==> config.mk <==
export PLATFORM = sky130hd
export DESIGN_NAME = pipeline_stage_reg
export DESIGN_NICKNAME = d
export VERILOG_FILES = /design/src/rtl/pipeline_stage_reg.sv
export SDC_FILE = /design/constraint.sdc
export NUM_CORES = 1
export LEC_CHECK = 0
export ABC_AREA = 1
export CAP_MARGIN = 20
export CORE_ASPECT_RATIO = 2
export CORE_MARGIN = 10
export CORE_UTILIZATION = 35
export DETAILED_ROUTE_END_ITERATION = 8
export PLACE_DENSITY = 0.66
export REMOVE_ABC_BUFFERS = 1
export SYNTH_ARGS = -nofsm -noshare
export SYNTH_HDL_FRONTEND = slang
export SYNTH_SLANG_ARGS = --single-unit
==> constraint.sdc <==
create_clock -name CLK -period 3.6 [get_ports CLK]
set_input_delay 0.72 -clock CLK [delete_from_list [all_inputs] [get_ports CLK]]
set_output_delay 0.72 -clock CLK [all_outputs]
set_load 0.05 [all_outputs]
==> src/rtl/pipeline_stage_reg.sv <==
// Inter-stage pipeline register: valid/ready handshake, optional 2-entry skid buffer,
// freeze/flush control and saturating bubble/flush counters. Latency 1 cycle.
module pipeline_stage_reg #(
   parameter int DATA_W         = 160,
   parameter bit SKID_EN        = 1'b1,
   parameter bit ZERO_ON_BUBBLE = 1'b1,
   parameter int CNT_W          = 16
) (
   input  logic              CLK,
   input  logic              nRST,
   input  logic              freeze,
   input  logic              flush,
   input  logic              in_valid,
   output logic              in_ready,
   input  logic [DATA_W-1:0] in_data,
   output logic              out_valid,
   input  logic              out_ready,
   output logic [DATA_W-1:0] out_data,
   output logic [1:0]        occupancy,
   output logic [CNT_W-1:0]  bubble_cnt,
   output logic [CNT_W-1:0]  flush_cnt
);

   typedef enum logic [1:0] {
      EMPTY = 2'd0,
      FULL  = 2'd1,
      SKID  = 2'd2
   } state_t;

   state_t            state;
   logic [DATA_W-1:0] main_d;
   logic [DATA_W-1:0] skid_d;
   logic              main_v;
   logic              accept;
   logic              drain;

   assign main_v    = (state != EMPTY);
   assign out_valid = main_v && !freeze;
   assign out_data  = (ZERO_ON_BUBBLE && !main_v) ? '0 : main_d;
   assign occupancy = 2'(state);
   assign accept    = in_valid && in_ready;
   assign drain     = out_valid && out_ready;

   // With the skid entry, ready depends only on local state, breaking the ready chain.
   always_comb begin
      in_ready = 1'b0;
      if (SKID_EN) in_ready = !freeze && (state != SKID);
      else         in_ready = !freeze && (!main_v || out_ready);
   end

   always_ff @(posedge CLK or negedge nRST) begin
      if (!nRST) begin
         state  <= EMPTY;
         main_d <= '0;
         skid_d <= '0;
      end else if (flush) begin
         state  <= EMPTY;
         main_d <= '0;
         skid_d <= '0;
      end else if (!freeze) begin
         case (state)
            EMPTY: begin
               if (accept) begin
                  state  <= FULL;
                  main_d <= in_data;
               end
            end
            FULL: begin
               if (accept && drain) begin
                  main_d <= in_data;
               end else if (accept) begin
                  state  <= SKID;
                  skid_d <= in_data;
               end else if (drain) begin
                  state <= EMPTY;
               end
            end
            SKID: begin
               if (drain) begin
                  state  <= FULL;
                  main_d <= skid_d;
               end
            end
            default: state <= EMPTY;
         endcase
      end
   end

   // Counters saturate at all-ones and are cleared only by reset.
   always_ff @(posedge CLK or negedge nRST) begin
      if (!nRST) begin
         bubble_cnt <= '0;
         flush_cnt  <= '0;
      end else begin
         if (!freeze && out_ready && !main_v && (bubble_cnt != '1))
            bubble_cnt <= bubble_cnt + 1'b1;
         if (flush && (flush_cnt != '1))
            flush_cnt <= flush_cnt + 1'b1;
      end
   end

endmodule

Yosys cells after proc, flatten, opt, wreduce, memory -nomap -nowiden
Index checks and enable logic that the tools add are counted.
Widths: inputs -> output; s select.
Operators by class
  divide/modulo/power cells: 0
  muxes and demuxes: 19
  shifts and indexed selects: 0
  reduce and logical (&&, ||, !) cells: 19
  multipliers: 0
  eq/ne operators: 12
  bitwise operators: 0
  add/subtract/negate cells: 2
  $lt $le $gt $ge: 0
Operators with widths (count)
  $mux 160: 10
  $pmux 160 s3: 1
  $add 16x1->16 const B: 2
  $ne 16x16->1 const B: 2
  $mux 2: 7
  $ne 3x3->1 const B: 4
  $reduce_and 5->1: 2
  $logic_and 1x1->1: 9
  $pmux 2 s3: 1
  $reduce_bool 2->1: 3
  $ne 2x2->1 const B: 2
  $ne 4x4->1 const B: 1
  $reduce_and 4->1: 1
  $reduce_bool 4->1: 1
  $eq 2x1->1 const B: 1
  $eq 2x2->1 const B: 1
  $logic_not 1->1: 2
  $logic_not 2->1: 1
  $ne 2x1->1 const B: 1
Word-level totals
  memories kept: 0
  RAM bits: 0
  logic and storage cells: 57
  ROM bits: 0
  flip-flop bits (word level): 354
  bits in latches: 0
  input port bits: 166

Longest topological paths before layout
Gate-level depths: netlist of the first run.
  depth after elaboration: 9
  mapped depth: 13

Worst setup path after synthesis of the first run
OpenSTA, ideal clock, no wires.
  path kind: flip-flop to output port
  start: reg state[0] (netlist: occupancy[0])
  end: out out_data[100]
  setup slack: 667 ps
  buffers on the path: 3
  cell stages (with the launch flop): 7
  arrival time: 2213 ps
  data required time: 2880 ps
  path through: dfrtp_1 -> inv_1 -> ha_1 -> buf_2 -> clkbuf_1 -> clkbuf_1 -> nor2_1
Between the ends
  cells in the longest elaborated chain, start to end: 2
RTL lines
  start, declared: RTL line 30  | state_t state;
  start signal, assigned: RTL line 53  | state <= EMPTY;
  start signal, assigned: RTL line 57  | state <= EMPTY;
  start signal, assigned: RTL line 64  | state <= FULL;
  $reduce_bool 2->1: RTL line 37  | assign main_v = (state != EMPTY);
  $mux 160: RTL line 39  | assign out_data = (ZERO_ON_BUBBLE && !main_v) ? '0 : main_d;
  end, declared: RTL line 18  | output logic [DATA_W-1:0] out_data,
Every way passes these cells.

Final worst setup path of the first run
  start: reg state[0] (netlist: occupancy[0])
  end: out out_data[18]
The elaborated chain is that of the path after synthesis.

==> results.md, run 1 <==
- Run status: finished clean
- Most repeated cell in the gate-level netlist after synthesis: nand2_1
- Data arrival, critical path: 2.69 ns
- Maximum fanout along the worst path: 44
- Total global routing overflow: 0
- Top-area cell type share of the netlist area: 0.482
- Hold/Removal Path Class: input pin to asynchronous set/reset pin
- CTS tree: built
- Synthesized-area fraction occupied by adder cells: 0.00409
- Width of the chip: 182 µm
- Total leakage power: 0.0110 µW
- Kind of start point of the critical path: flip-flop
- Seq/Total Area, Yosys: 0.482
- Quantity of I/O buffers inserted on ports: ~360
- Critical path, cell by cell: inv_1 > ha_4 > buf_4 > nor2_1 > clkdlybuf4s50_1
- Global routing usage summed across all routing layers: 0.190
- Worst-Skew Late Latency: 0.53 ns
- Unrepaired setup endpoints after global routing: no
- Total setup violations reported at the end of the flow: 0
- P per Cell Area: 586 nW/µm²
- Combinational family with the most area after synthesis: simple AND/OR/NAND/NOR gates
- Post-synthesis mux area share: 0
- Number of CTS-inserted buffers: 36
- Element type at the critical path end: output port
- Core Area: 51,800 µm²
- Area growth, synth to finish: 28.4%
- Largest delay share family, worst path: buffers and inverters
- Period minus WS final: 3.41 ns
- Number of levels in the clock H-tree: 2
- Reg2reg start: occupancy[0]$_DFFE_PN0P_
- Die Outline Area: 62,600 µm²
- Worst IR drop on VDD: 741 µV
- Ys Warns: 0
- Number of core rows: ~120
- Register clock-pin slew on the reported worst setup and hold paths: 0.07 ns
- Detailed-route wire length per cell: 18.1 µm
- Synth async-reset ratio: 1.00
- Clock tree root buffer cell: clkbuf_16
- Share of the cycle needed by the critical path after routing: 0.948
- Synth Flop Type: dfrtp_1
- Final Net Count: 2,870
- Reg-to-reg slack, setup: 1.08 ns
- Data required time at the worst endpoint: ~2.9 ns
- Fraction of final layout cells with drive strength greater than 1: 0.0368
- Number of search-and-repair iterations in the first detailed-routing pass: 8
- Antenna-violating nets left: 0
- Standard cell area after detailed placement: between 20,000 and 25,000 µm²
- Post-DP HPWL: 39,700 µm
- Number of buffer and inverter instances along the worst setup path: 3
- Setup slack at placement: 0.627 ns
- Starting density of the core: 0.355
- Routed wire length: around 60,000 µm
- Post-synthesis compound-gate area fraction: 0.0846
- Fmax: 293 MHz
- DRC violations left: 0
- Fin worst setup slack: 0.186 ns
- RD Place Congestion: ~0.85
- Synthesized instance count: 2,465
- Pins Over Slew Limit: 0
- Largest cells by area after synthesis: dfrtp_1 48%, nand2_1 13%, nand3_1 7.6%
- List of most frequent post-synthesis cells: 637 x nand2_1, 354 x dfrtp_1, 317 x inv_1
- Crit path largest cell delay: slightly above 0.7 ns
- Number of distinct library cells after synthesis: 26
- Worst Tran Pin Value: 0.881 ns
- Clock sink count: 354
- Synthesized area per cell: 7.45 µm²
- Global-route met1 utilization: 0.223
- Yosys top cell by area: dfrtp_1
- Simple-gate share of the synthesized area: 0.307
- Final standard cell area without fillers: 23,600 µm²
- Vias in the first global route: 17,600
- Global Route met2 Usage: 0.329
- Number of enable flip-flop cells after synthesis: 0
- First-pass GRT wire length: 98,200 µm
- Deepest clock path buffer count: 3
- Die height: 344 µm
- FF+latch count, synth: 354
- Worst slew margin relative to its limit: 0.413
- Met3 track demand over resource: 0.0366
- Path depth of the worst reg2reg path: 8
- 1st-iter DRT viols: roughly 1,600
- Count of max-cap constraint violations: 0
- Vias per inst: around 5.2
- Capturing point of the worst reg2reg path: main_d[80]$_DFFE_PN0P_
- Pin count of the biggest net entering global routing: 177
- Number of ports placed on the die boundary: 362
- Cell with the largest stage delay on the worst path: clkdlybuf4s50_1
- Post-synthesis xor/xnor area fraction: 0.00953
- Total standard cell area after synthesis: 18,400 µm²
- Fin. Hold Viols: 0
- Via count: between 15,000 and 20,000
- Clock tree skew after final layout: between 0.01 and 0.015 ns
- Global routing's busiest layer: met2
- Type of the worst setup path: flip-flop to output port
- Antenna violations before repair: 2
## cell type report
| class | instances | area [µm²] |
|---|---|---|
| antenna | 3 | 7.51 |
| clock buffer | 52 | 1060 |
| clock inverter | 8 | 130 |
| fill | 5072 | 28200 |
| inverter | 321 | 1220 |
| multi-input combinational | 1594 | 7490 |
| sequential | 354 | 8860 |
| tap | 660 | 826 |
| timing repair buffer | 391 | 4000 |
## how the worst max path moves through the flow
stage                                        start                       to  slack [ns]  depth (start not counted)
after floorplan                              flush  skid_d[100]$_DFFE_PN0P_      -10.47                          5
after global placement                      freeze                out_valid        0.60                          5
after detailed placement                    freeze                out_valid        0.63                          5
after CTS                 occupancy[1]$_DFFE_PN0P_             out_data[80]        0.08                          5
after global routing      occupancy[0]$_DFFE_PN0P_             out_data[18]        0.06                          5
final                     occupancy[0]$_DFFE_PN0P_             out_data[18]        0.19                          5
## flip-flops by register name, summed over array words and instances (netlist names)
name,cells
main_d,160
skid_d,160
bubble_cnt,16
flush_cnt,16
occupancy,2
## kinds of logic (layout without fill, tap and decap cells)
family,Yosys count,after routing
simple gates,1288,1288
buf+inv,517,772
flops,354,354
compound gates,280,280
xor+xnor,20,20
fa+ha+maj,6,6
other cells,0,3
## metal layers
layer	up-vias	wire length, µm
met5	-	0
met4	0	2540
met3	122	3830
met2	628	31100
met1	8531	23800
li1	8375	-
## worst register-to-register path: stages (launching register included)
cell and delay, ns:
dfrtp_1 0.43, inv_1 0.18, ha_4 0.25, buf_12 0.27, nor2_1 0.14, nor2_4 0.26
buf_4 0.56, nand4_1 0.25, nand2_1 0.11
## repair_timing
| item | CTS | global route |
|---|---|---|
| setup buffers | 0 | 0 |
| resized for setup | 0 | 1 |
| endpoints found under the setup margin | 0 | 1 |
| hold buffers | 0 | 0 |
## stage by stage
stage	utilization	TNS (ns)	cells	total power (µW)	hold WS, ns
2_1_floorplan	-	-3002.88	2269	7940	0.424
3_3_place_gp	0.432	0	3320	9940	0.461
3_5_place_dp	0.432	0	3320	10000	0.465
4_1_cts	0.455	0	3380	14000	0.140
5_1_grt	0.455	0	3382	14600	0.154
6_report	0.455	0	3383	13800	0.130
## report_power, final
| group | leakage (µW) | switching [µW] | total, µW | internal (µW) |
|---|---|---|---|---|
| registers | 0.00477 | 415 | 5050 | 4630 |
| clock network | 0.000586 | 1650 | 3910 | 2270 |
| logic | 0.00566 | 3490 | 4880 | 1380 |
| total | 0.0110 | 5550 | 13800 | 8280 |
## layout by cell type, fill, tap and decap left out, drive strengths merged
cell           count
nor4               1
nor2             201
buf               33
clkdlybuf4s50    358
nand3            282
xor2               5
o31ai             58
xnor2             15
nor3               2
diode              3
nand3b             1
clkinv             6
o21ai            220
ha                 6
a21oi              2
clkbuf            52
inv              320
bufinv             3
nand2            638
dfrtp            354
nand4            163
(Power assumes the default switching activity.)
==> inputs of run 2 (changes only) <==
--- a/config.mk
+++ b/config.mk
@@ -7,7 +7,7 @@
 export LEC_CHECK = 0
 export ABC_AREA = 1
 export CAP_MARGIN = 20
-export CORE_ASPECT_RATIO = 2
+export CORE_ASPECT_RATIO = 1.2
 export CORE_MARGIN = 10
 export CORE_UTILIZATION = 35
 export DETAILED_ROUTE_END_ITERATION = 8
==> run 2 against run 1 <==
  * Sequential power about the same
  * Maximum frequency rose by 0.25%
  * Critical path depth did not move
  * Count of clock-buffer cells in the layout decreased by 1
  * Utilization rose by 0.74 points
  * Via count fell by 0.93%
  * Routed wire length is 5.6% lower
  * Power increased by 3.9%
  * Cell count increased by 1.6%
  * First-iteration DRC count rose by 1.4%
  * Die area shrank 0.82%
  * Largest cell class unchanged
  * Clock power rose by 15%
==> results.md, run 2 (synthesis gave the netlist of run 1 again) <==
- Fmax: 294 MHz (+0.25%)
- Register clock-pin slew on the reported worst setup and hold paths: 0.06 ns (about the same)
- Global routing usage summed across all routing layers: 0.183 (-0.00678)
- Utilization after layout: 0.463 (+0.00739)
- Final standard cell area without fillers: 23,900 µm² (+1.4%)
- Standard cell area after detailed placement: 22,500 µm² (+0.36%)
- Number of search-and-repair iterations in the first detailed-routing pass: 8 (unchanged)
- Vias in the first global route: 17,400 (-1.1%)
- Kind of start point of the critical path: flip-flop
- Vias per inst: 5.09 (-2.5%)
- 1st-iter DRT viols: 1,642 (+1.4%)
- Area growth, synth to finish: 30.2%
- P per Cell Area: 601 nW/µm² (+2.5%)
- Filler Cells Inserted: 5,074 (+0.039%)
- Largest registers: main_d: 160 flops, skid_d: 160 flops
- Cell with the largest stage delay on the worst path: clkdlybuf4s50_1
- Final Net Count: 2,879 (+0.31%)
- Period minus WS final: 3.41 ns (-0.00840 ns)
- Data arrival, critical path: 2.69 ns (about the same)
- Quantity of I/O buffers inserted on ports: 361 (unchanged)
- Pins Over Slew Limit: 0 (unchanged)
- Count of max-cap constraint violations: 0 (unchanged)
- Clock sink count: 354 (unchanged)
- Width of the chip: 229 µm (+26%)
- Worst slew margin relative to its limit: 0.275 (-0.137)
- Worst IR drop on VDD: 510 µV (-31%)
- Element type at the critical path end: output port
- Antenna-violating nets left: 0 (unchanged)
- Maximum fanout along the worst path: 91 (+110%)
- Core Area: 51,700 µm² (-0.25%)
- Number of ports placed on the die boundary: 362 (unchanged)
- Total setup violations reported at the end of the flow: 0 (unchanged)
- Unrepaired setup endpoints after global routing: no
- Crit path largest cell delay: 0.84 ns (+0.12 ns)
- Deepest clock path buffer count: 3 (unchanged)
- Global-route met1 utilization: 0.235 (+0.0119)
- Final total negative setup slack: 0 ns (unchanged)
- Data required time at the worst endpoint: 2.88 ns (about the same)
- Met3 track demand over resource: 0.0452 (+0.00861)
- Routed wire length: 57,900 µm (-5.6%)
- Antenna violations before repair: 8 (+6)
- Critical path, cell by cell: inv_1 > ha_4 > buf_12 > nor2_1 > clkdlybuf4s50_1
- Detailed-route wire length per cell: 16.9 µm (-7.0%)
- Fraction of final layout cells with drive strength greater than 1: 0.0435 (+0.00673)
- Hold/Removal Path Class: input pin to asynchronous set/reset pin
- Largest delay share family, worst path: buffers and inverters
- Via count: 17,500 (-0.93%)
- Die Outline Area: 62,100 µm² (-0.82%)
- Number of CTS-inserted buffers: 41 (+14%)
- Post-DP HPWL: 36,700 µm (-7.6%)
- Total global routing overflow: 0 (unchanged)
- Total leakage power: 0.0112 µW (+1.3%)
- Die height: 271 µm (-21%)
- Number of levels in the clock H-tree: 2 (unchanged)
- Type of the worst setup path: flip-flop to output port
- Share of the cycle needed by the critical path after routing: 0.946 (-0.00233)
- Clock tree root buffer cell: clkbuf_16
- Worst Tran Pin Value: 1.09 ns (+0.206 ns)
- Run status: finished clean
- Worst-Skew Late Latency: 0.55 ns (+0.02 ns)
- Global routing's busiest layer: met2
- Quantity of hold-fixing buffers added after cts: 0 (unchanged)
- Number of core rows: 91 (-23%)
- RD Place Congestion: 0.824 (-3.2%)
- Number of instances resized during post-cts repair: 0 (unchanged)
- Pin count of the biggest net entering global routing: 176 (-0.56%)
- Clock tree skew after final layout: 0.0178 ns (+0.00705 ns)
- Global Route met2 Usage: 0.300 (-0.0290)
- Total setup buffers inserted after CTS: 0 (unchanged)
- Commonest non-fill, non-tap cells in the layout: 635 x nand2_1, 358 x clkdlybuf4s50_1, 354 x dfrtp_1
- CTS tree: built
- Fin. Hold Viols: 0 (unchanged)
- Most common cell after layout, fill and taps aside: nand2_1
- Starting density of the core: 0.355 (+0.000892)
- DRC violations left: 0 (unchanged)
- First-pass GRT wire length: 94,700 µm (-3.5%)
- Number of buffer and inverter instances along the worst setup path: 3 (unchanged)
## run 2: path summary, 6_finish.rpt
check,start,to,slack (ns),cells after the start
hold / removal,nRST,bubble_cnt[0]$_DFFE_PN0P_,0.20,1
setup / recovery,occupancy[1]$_DFFE_PN0P_,out_data[11],0.19,5
max in group asynchronous,nRST,main_d[47]$_DFFE_PN0P_,2.38,2
hold reg to reg,skid_d[36]$_DFFE_PN0P_,skid_d[36]$_DFFE_PN0P_,0.48,2
min in group CLK,skid_d[36]$_DFFE_PN0P_,skid_d[36]$_DFFE_PN0P_,0.48,2
setup reg to reg,occupancy[0]$_DFFE_PN0P_,main_d[129]$_DFFE_PN0P_,0.85,7
## run 2: area by class of cell
type	instances	area, µm²	area share
clock buffers	51	1110	0.0466
multi-input cells	1594	7490	0.313
well taps	697	872	0.0365
clock inverters	21	318	0.0133
repair buffers	395	4040	0.169
inverters	321	1220	0.0508
diodes	3	7.51	0.000314
flip-flops and latches	354	8860	0.370
## run 2: layer usage
| metal | share of wire | up-vias |
|---|---|---|
| li1 | - | 8404 |
| met1 | 0.44 | 8397 |
| met2 | 0.47 | 577 |
| met3 | 0.068 | 103 |
| met4 | 0.023 | 10 |
| met5 | 0.0012 | - |
## run 2: stage by stage
stage / cells / hold slack, ns / setup slack (ns) / total power [µW]
2_1_floorplan: 2269 / 0.424 / -10.47 / 7940
3_5_place_dp: 3360 / 0.466 / 0.644 / 10000
3_3_place_gp: 3360 / 0.462 / 0.632 / 9930
4_1_cts: 3432 / 0.241 / 0.154 / 14600
5_1_grt: 3436 / 0.227 / 0.0175 / 15200
6_report: 3436 / 0.196 / 0.194 / 14400
## run 2: power breakdown
| part | internal (µW) | switching, µW |
|---|---|---|
| sequential | 4630 | 411 |
| clock | 2770 | 1710 |
| combinational | 1410 | 3440 |
| total | 8810 | 5560 |
==> RTL change: new RTL, flow settings as in run 1 <==
Set the parameter `ZERO_ON_BUBBLE` to 1'b0 (it was 1'b1).
--- a/src/rtl/pipeline_stage_reg.sv
+++ b/src/rtl/pipeline_stage_reg.sv
@@ -3,7 +3,7 @@
 module pipeline_stage_reg #(
    parameter int DATA_W         = 160,
    parameter bit SKID_EN        = 1'b1,
-   parameter bit ZERO_ON_BUBBLE = 1'b1,
+   parameter bit ZERO_ON_BUBBLE = 1'b0,
    parameter int CNT_W          = 16
 ) (
    input  logic              CLK,
Check against the original RTL: not settled (the Yosys comparison gave no result); the edit may change what the design does.
==> RTL change against run 1 <==
  * Sequential cell count unchanged
  * Power increased by 2.8%
  * First-iteration DRC count decreased by 9.8%
  * Area after synthesis decreased by 7.1%
  * Routed wire length decreased by 6.8%
  * Cell count decreased by 11%
  * Count of clock-buffer cells in the layout decreased by 4
  * Final area decreased by 5.3%
  * Setup slack improved by 0.25 ns
==> RTL change: results (changes against run 1) <==
[metrics] initial antenna violation count: 1 (-1)
[metrics] xor and xnor fraction of the mapped netlist area: 0.924% (-0.030 points)
[metrics] sequential share of the synthesized area: 51.9% (+3.7 points)
[metrics] number of global-route vias before repair: 15.9k (-9.7%)
[metrics] global placer's final weighted congestion: 0.852 (+0.18%)
[metrics] CP Data Arrival Time: 2.45 ns (-0.24 ns)
[metrics] hold slack: 0.192 ns (+0.0614 ns)
[metrics] HPWL after detailed placement: 38000 um (-4.3%)
[metrics] sw frac: 41.3% (+1.2 points)
[metrics] Layout fillers: 4666 (-8.0%)
[metrics] number of search-and-repair iterations in the first detailed-routing pass: 6 (-2)
[metrics] sequential-cell power consumption: 5.09 mW (+0.8%)
[metrics] top cells by count, synth: sky130_fd_sc_hd__nand2_1, sky130_fd_sc_hd__dfrtp_1, sky130_fd_sc_hd__nand3_1
[metrics] worst supply voltage drop on vdd: 0.000468 V (-37%)
[metrics] unique cell type count in the Yosys netlist: 31 (+19%)
[metrics] critical register-to-register path endpoint: out_data[47]
[metrics] GRT Resource Usage Total: 18.9% (-0.020 points)
[metrics] post-synthesis compound-gate area fraction: 10.7% (+2.2 points)
[metrics] share of cells above drive strength 1: 4.54% (+0.86 points)
[metrics] sum of routed wire length over all layers: 57200 um (-6.8%)
[metrics] Num CTS Buffers: 34 (-5.6%)
[metrics] maximum number of pins on one net before global-route repair: 211 (+19%)
[metrics] result of the run: finished, final reports clean
[metrics] nets: 2527 (-12%)
[metrics] DR iter-0 viols: 1461 (-9.8%)
[metrics] via density per instance: 5.31 (+1.8%)
[metrics] maximum fanout along the worst path: 5 (-89%)
[metrics] number of cells on the worst reg-to-reg path: 11 (+3)
==> RTL change: cell types whose count changed after synthesis, moves of 5 or more <==
cell | before | now
sky130_fd_sc_hd__buf_1 | 19 | 6
sky130_fd_sc_hd__buf_2 | 70 | 53
sky130_fd_sc_hd__clkbuf_1 | 95 | 104
sky130_fd_sc_hd__inv_1 | 317 | 183
sky130_fd_sc_hd__nand2_1 | 637 | 524
sky130_fd_sc_hd__nor2_1 | 200 | 39
sky130_fd_sc_hd__o21ai_0 | 218 | 271
sky130_fd_sc_hd__o21ai_1 | 0 | 5
==> RTL change: worst max path at each step <==
stage / endpoint
after floorplan: skid_d[100]
after global placement: out_valid
final: out_valid
after detailed placement: in_ready
after global routing: out_valid
after CTS: out_valid
==> RTL change: through the flow <==
stage / utilization [%] / area, um2 / power [mW] / cells / setup WS [ns]
4_1_cts: 46.2 / 22300 / 14.4 / 3016 / 0.423
6_report: 46.2 / 22300 / 14.2 / 3018 / 0.431
3_5_place_dp: 43.8 / 21200 / 10.6 / 2956 / 0.627
2_1_floorplan: - / 16300 / 8.24 / 1921 / -6.82
3_3_place_gp: 43.8 / 21200 / 10.5 / 2956 / 0.601
5_1_grt: 46.2 / 22300 / 14.9 / 3018 / 0.320
==> RTL change: cell type report <==
type                       instances  area (um2)  area share (%)
timing repair buffer             398        4090            18.3
inverter                         187         714            3.20
clock buffer                      48        1030            4.60
sequential                       354        8860            39.6
clock inverter                    12         115           0.515
tap                              638         798            3.57
multi-input combinational       1380        6740            30.2
antenna                            1        2.50          0.0112
==> RTL change: per-layer routing <==
layer  part of all wire [%]  vias to the layer above  track usage (%)  wire length, um
li1                       -                     7549                -                -
met1                     38                     7766             21.6            21700
met2                     51                      591             33.3            29400
met3                    5.9                      128             3.21             3400
met4                    4.8                        0             9.16             2730
met5                      0                        -                0                0
